===== config.mk =====
export PLATFORM = sky130hd
export DESIGN_NAME = piso_tx
export DESIGN_NICKNAME = d
export VERILOG_FILES = /design/src/rtl/piso_tx.sv
export SDC_FILE = /design/constraint.sdc
export NUM_CORES = 1
export LEC_CHECK = 0
export BUFFER_PORTS_ARGS = -buffer_cell sky130_fd_sc_hd__buf_2
export CAP_MARGIN = 30
export CORE_MARGIN = 2
export CORE_UTILIZATION = 40
export CTS_CLUSTER_DIAMETER = 50
export DETAILED_ROUTE_END_ITERATION = 16
export GPL_ROUTABILITY_DRIVEN = 1
export GPL_TIMING_DRIVEN = 0
export HOLD_SLACK_MARGIN = 0.06
export PLACE_DENSITY = 0.67
export SETUP_SLACK_MARGIN = 0.02
export SYNTH_ARGS = -nofsm -noshare
export SYNTH_HDL_FRONTEND = slang
export SYNTH_SLANG_ARGS = --single-unit

===== constraint.sdc =====
create_clock -name clk -period 2.1 [get_ports clk]
set_input_delay 0.21 -clock clk [delete_from_list [all_inputs] [get_ports clk]]
set_output_delay 0.21 -clock clk [all_outputs]
set_load 0.05 [all_outputs]

===== src/rtl/piso_tx.sv =====
// Parallel-in serial-out transmitter with valid/ready load and a wrapping frame counter.
// Optional even-parity trailer bit when PISO_TX_PARITY_EN is defined.
module piso_tx #(
  parameter int WIDTH     = 8,
  parameter bit MSB_FIRST = 1'b1,
  parameter int CNT_W     = 8
) (
  input  logic             clk,
  input  logic             reset,
  input  logic [WIDTH-1:0] data_in,
  input  logic             load_valid,
  output logic             load_ready,
  output logic             sout,
  output logic             sout_valid,
  output logic             busy,
  output logic             done,
  output logic [CNT_W-1:0] tx_count
);

  localparam int BCW = $clog2(WIDTH + 1);

  typedef enum logic [1:0] {
    IDLE   = 2'd0,
    SHIFT  = 2'd1,
    PARITY = 2'd2
  } state_t;

  state_t           state_q, state_d;
  logic [WIDTH-1:0] shreg_q, shreg_d;
  logic [BCW-1:0]   bitcnt_q, bitcnt_d;
  logic             sout_q, sout_d;
  logic             sout_valid_q, sout_valid_d;
  logic             done_q, done_d;
  logic [CNT_W-1:0] tx_count_q, tx_count_d;
`ifdef PISO_TX_PARITY_EN
  logic             par_q, par_d;
`endif

  function automatic logic head_bit(input logic [WIDTH-1:0] w);
    return MSB_FIRST ? w[WIDTH-1] : w[0];
  endfunction

  function automatic logic [WIDTH-1:0] advance(input logic [WIDTH-1:0] w);
    return MSB_FIRST ? {w[WIDTH-2:0], 1'b0} : {1'b0, w[WIDTH-1:1]};
  endfunction

  assign load_ready = (state_q == IDLE) && reset;

  always_comb begin
    state_d      = state_q;
    shreg_d      = shreg_q;
    bitcnt_d     = bitcnt_q;
    tx_count_d   = tx_count_q;
    sout_d       = 1'b0;
    sout_valid_d = 1'b0;
    done_d       = 1'b0;
`ifdef PISO_TX_PARITY_EN
    par_d        = par_q;
`endif
    case (state_q)
      IDLE: begin
        if (load_valid && load_ready) begin
          state_d      = SHIFT;
          sout_d       = head_bit(data_in);
          sout_valid_d = 1'b1;
          shreg_d      = advance(data_in);
          bitcnt_d     = BCW'(1);
`ifdef PISO_TX_PARITY_EN
          par_d        = ^data_in;
`endif
        end else begin
          state_d = IDLE;
        end
      end
      SHIFT: begin
        if (bitcnt_q == BCW'(WIDTH)) begin
`ifdef PISO_TX_PARITY_EN
          state_d      = PARITY;
          sout_d       = par_q;
          sout_valid_d = 1'b1;
`else
          state_d    = IDLE;
          done_d     = 1'b1;
          bitcnt_d   = '0;
          tx_count_d = tx_count_q + CNT_W'(1);
`endif
        end else begin
          sout_d       = head_bit(shreg_q);
          sout_valid_d = 1'b1;
          shreg_d      = advance(shreg_q);
          bitcnt_d     = bitcnt_q + BCW'(1);
        end
      end
`ifdef PISO_TX_PARITY_EN
      PARITY: begin
        state_d    = IDLE;
        done_d     = 1'b1;
        bitcnt_d   = '0;
        tx_count_d = tx_count_q + CNT_W'(1);
      end
`endif
      default: begin
        state_d = IDLE;
      end
    endcase
  end

  // Reset aborts any frame in flight without a done pulse or count update.
  always_ff @(posedge clk) begin
    if (!reset) begin
      state_q      <= IDLE;
      shreg_q      <= '0;
      bitcnt_q     <= '0;
      sout_q       <= 1'b0;
      sout_valid_q <= 1'b0;
      done_q       <= 1'b0;
      tx_count_q   <= '0;
`ifdef PISO_TX_PARITY_EN
      par_q        <= 1'b0;
`endif
    end else begin
      state_q      <= state_d;
      shreg_q      <= shreg_d;
      bitcnt_q     <= bitcnt_d;
      sout_q       <= sout_d;
      sout_valid_q <= sout_valid_d;
      done_q       <= done_d;
      tx_count_q   <= tx_count_d;
`ifdef PISO_TX_PARITY_EN
      par_q        <= par_d;
`endif
    end
  end

  assign sout       = sout_q;
  assign sout_valid = sout_valid_q;
  assign done       = done_q;
  assign busy       = (state_q != IDLE);
  assign tx_count   = tx_count_q;

endmodule

======== After elaboration in Yosys (flattened, before gate mapping) ========
Index checks and enable logic that the tools add are counted.
cells by class
  add/sub/neg operators ................... 2
  equality and inequality tests ........... 5
  multiplexer cells ....................... 16
  reduce and logical (&&, ||, !) cells .... 9
operators with widths
  kind                                                   number
  two-way mux 8 bit                                      2
  one-hot mux 8 bit (2 select lines)                     1
  adder 8 x 1 -> 8 bit, second input constant            1
  two-way mux 4 bit                                      2
  one-hot mux 4 bit (2 select lines)                     1
  two-way mux 1 bit                                      6
  AND reduction 2 bit                                    3
  adder 4 x 1 -> 4 bit, second input constant            1
  == test 4 bit, second input constant                   1
  inequality test 2 bit, second input constant           2
  one-hot mux 1 bit (2 select lines)                     2
  one-hot mux 2 bit (2 select lines)                     1
  nonzero test 2 bit                                     2
  AND reduction 3 bit                                    1
  == test 2 x 1 -> 1 bit, second input constant          1
  logical AND 1 bit                                      2
  logical NOT 2 bit                                      1
  two-way mux 2 bit                                      1
  inequality test 2 x 1 -> 1 bit, second input constant  1
word-level totals
  register bits ........................... 25

======== Logic depth before layout (Yosys ltp) ========
  word-level depth ........................ 5
  depth in mapped cells ................... 6
  gate-level depth less buffers ........... 5

======== Least setup slack after synthesis ========
OpenSTA, ideal clock, no wires.
  path type ............................... reg-to-reg
  from .................................... reg tx_count_q[0], in the netlist tx_count[0]
  to ...................................... reg tx_count_q[6], in the netlist tx_count[6]
  data arrival time ....................... 1.621 ns
  slack ................................... 0.408 ns
  stages on the path, launching flop included .. 5
  buffers on the path ..................... 0
  clock period less this slack ............ 1.692 ns
  cells stage by stage .................... dfxtp_1 -> ha_1 -> inv_1 -> or4_1 -> a21oi_1
between the ends
  cells in the longest elaborated chain, start to end .. 1
ends and longest elaborated chain
  item                    line  source
  start, declared         34    logic [CNT_W-1:0] tx_count_q, tx_count_d;
  start signal, assigned  128   tx_count_q <= tx_count_d;
  adder 8 x 1 -> 8 bit    85    tx_count_d = tx_count_q + CNT_W'(1);
No other way between the ends.
A chain may end at the register's enable or synchronous reset.

======== Worst setup path in the final report ========
  from .................................... reg bitcnt_q[0]
  to ...................................... reg shreg_q[4]
between the ends
  cells in the longest elaborated chain, start to end .. 3
ends and longest elaborated chain
  item                                    line  source
  start, declared                         30    logic [BCW-1:0] bitcnt_q, bitcnt_d;
  start signal, assigned                  124   bitcnt_q <= bitcnt_d;
  == test 4 bit                           76    if (bitcnt_q == BCW'(WIDTH)) begin
  inequality test 2 bit (no source line)  --
  AND reduction 3 bit (no source line)    --
  end signal, assigned                    123   shreg_q <= shreg_d;
  end, declared                           29    logic [WIDTH-1:0] shreg_q, shreg_d;
No other way between the ends.

==> results.yml <==
logic_synthesis:
  synth_cells: 116
  yosys-top-cells-area: "dfxtp_1, a21oi_1, a221o_1, ha_1, clkbuf_1"
  synth.ff_latch_count: 23
  yosysUniqueCellTypes: 30
  synth_warnings: 0
  synth-edff-count: 0
  async_reset_ff_share_pct: 0
  syn-cell-area_um2: 1030
  synth_flop_cell: "dfxtp_1"
  synth_compound_area_share_pct: 21.8
  synthAdderAreaFrac_pct: 3.65
  yosys.area_share.xor_xnor_pct: 0.853
  synth_most_common_cell: "dfxtp_1"
  synth_nets: 130
  muxShareOfSynthArea_pct: 1.95
  synth_area_leader_cell: "dfxtp_1"
  netlist.area_leader.share_pct: 44.8
  ys_top_cells_by_count: "dfxtp_1, a21oi_1, clkbuf_1, inv_1, nand2_1"
  synth_simple_gate_area_share_pct: 21.3
  ys_seq_area_share_pct: 44.8
  syn_avg_cell_area_um2: 8.86
  synth_top_family_by_area: "compound AO/OA/AOI/OAI gates"
critical_path:
  worstSetupStartpoint: "bitcnt_q[0]"
  cp-end-kind: "register"
  crit_type: "reg2reg"
  r2r_slack_ns: 0.37
  rr_endpoint: "shreg_q[4]"
  startpoint_type: "register"
  crit_required_ns: 2.30
  reg2reg_depth: 6
  timing.rr.start: "bitcnt_q[0]"
  cp-endpoint: "shreg_q[4]"
  worstPathMaxFanout: 6
  arrival_ns: 1.94
placed_design:
  port_buffers: 23
  gp_congestion: 0.774
  placement.cell_area_um2: 1180
  dpl.hpwl_um: 1610
detailed_routing:
  drc: 0
  ant_nets: 0
  via_per_inst: 5.43
  totalWireLength_um: 2160
  num_vias: 939
  wire_per_inst_um: 12.5
  drtIter0Drc: 30
  dr.pass1.iters: 4
clocking:
  cts_buffers: 3
  cts_tree: "yes"
  cts_sinks: 23
  hold_buffers: 0
  ctsResizeCount: 0
  cts.htree.levels: 1
  cts-root-buf: "clkbuf_4"
  post_cts_buffers: 0
  path_clk_slew_ns: 0.12
  clockBufferDepth: 2
  clk_latency_ns: 0.30
sta:
  tns_ns: 0
  fin_skew_ns: 0.00167
  tightest_slew_ns: 0.463
  final_hold_viol_count: 0
  finalSetupViolations: 0
  finalCritPeriodShare_pct: 82.5
  rsz0062_at_grt: "no"
  final_max_slew_viol_count: 0
  slew_headroom_pct: 69.2
  holdWs_ns: 0.120
  timing.fmax_ghz: 0.577
  min_period_ns: 1.73
power:
  p_leak_nw: 0.496
  switchingPower_uw: 193
  ir_worst_vdd_mv: 0.394
  pwr-share-comb_pct: 11.6
  sw_frac_of_total_pct: 25.8
  pwr-share-seq_pct: 61.4
  p_clk_share_pct: 26.9
  p_per_area_nw_per_um2: 623
  p_int_uw: 557
grt:
  grt_pass1_vias: 866
  gr-usage-all-layers_pct: 17.3
  grt_max_degree: 13
  grt-ovfl-total: 0
  antenna_found_initial: 0
  grt_pass1_wl_um: 3670
finish:
  finalNetCount: 158
  area_growth_pct: 17.4
  layout-drive-gt1-share_pct: 18.9
  postLayoutCellArea_um2: 1210
  nFillCells: 251
  n_antenna_cell: 0
die:
  start_util_pct: 41.8
  die_y_um: 54.7
  core_area_um2: 2450
  die_area_um2: 2990
  rows: 18
  io_pins: 24
  die_w_um: 54.7
outcome:
  status: "complete, no violations"
worst_hold_path:
  hold_class: "in2reg"
  hold_start: "data_in[5]"
job:
  maxCapViolCount: 0
[cells by family after synthesis]
| group | after synthesis |
|---|---|
| adders and majority gates | 3 |
| muxes | 2 |
| AOI/OAI and AO/OA | 33 |
| xor gates and xnor gates | 1 |
| buffers and inverters | 15 |
| and+or+nand+nor | 39 |
| DFF | 23 |
[per-stage QoR]
step	instances	setup slack, ns	util, %	total power [mW]
final	173	0.368	49.1	0.751
after global routing	173	0.247	49.1	0.793
after CTS	173	0.384	49.1	0.763
after detailed placement	169	0.407	48.1	0.559
after global placement	169	0.462	48.1	0.556
after floorplan	116	0.408	-	0.530
[layout by cell type, fill, tap and decap left out, drive strengths merged, types with 5 or more instances in the layout]
cell / synthesis / layout
a221o: 6 / 6
buf: 1 / 24
clkbuf: 7 / 11
dfxtp: 23 / 23
inv: 7 / 7
nor2: 6 / 6
a21oi: 15 / 15
nand3: 5 / 5
nand2: 7 / 7
[metal layers]
layer  share of wire (%)  GRT usage [%]  vias to the layer above  wire length (um)
met1                  46           20.1                      440               996
met2                  49           30.4                       19              1060
li1                    -              -                      478                 -
met5                   0              0                        -                 0
met3                 4.5           3.28                        2                98
met4                0.46           7.50                        0                10
[worst min-delay path by stage]
stage                 end  slack [ns]  cells past startpoint
2_1_floorplan        sout        0.35                      2
3_3_place_gp   shreg_q[6]        0.44                      2
3_5_place_dp   shreg_q[6]        0.44                      2
4_1_cts        shreg_q[6]        0.11                      2
5_1_grt        shreg_q[7]        0.11                      2
6_report       shreg_q[6]        0.12                      2
[layout make-up]
| class | count | area (um2) | area share [%] |
|---|---|---|---|
| buffer | 8 | 31.3 | 2.59 |
| clock buffer | 4 | 26.3 | 2.18 |
| inverter | 7 | 26.3 | 2.18 |
| multi-input combinational | 78 | 509 | 42.2 |
| sequential | 23 | 460 | 38.2 |
| tap | 30 | 37.5 | 3.11 |
| timing repair buffer | 23 | 115 | 9.54 |
[power by group through the flow]
stage	clock network, mW	registers (mW)	logic [mW]
floorplan	0	0.482	0.0485
global placement	0	0.471	0.0848
detailed placement	0	0.471	0.0880
CTS	0.214	0.461	0.0883
global route	0.233	0.464	0.0961
finish	0.202	0.461	0.0875
[sequential cells by signal (all words and copies together), names as in the netlist]
| signal | cells |
|---|---|
| state_q | 1 |
| shreg_q | 7 |
| bitcnt_q | 4 |
| done | 1 |
| sout_valid | 1 |
| tx_count | 8 |
| sout | 1 |
[critical path: stages (launching register included)]
cell      delay, ns
dfxtp_1        0.36
inv_1          0.08
ha_1           0.21
nand3b_1       0.20
and3_1         0.24
clkbuf_1       0.16
a221o_1        0.38
No activity file was read; power rests on OpenSTA's default activity.
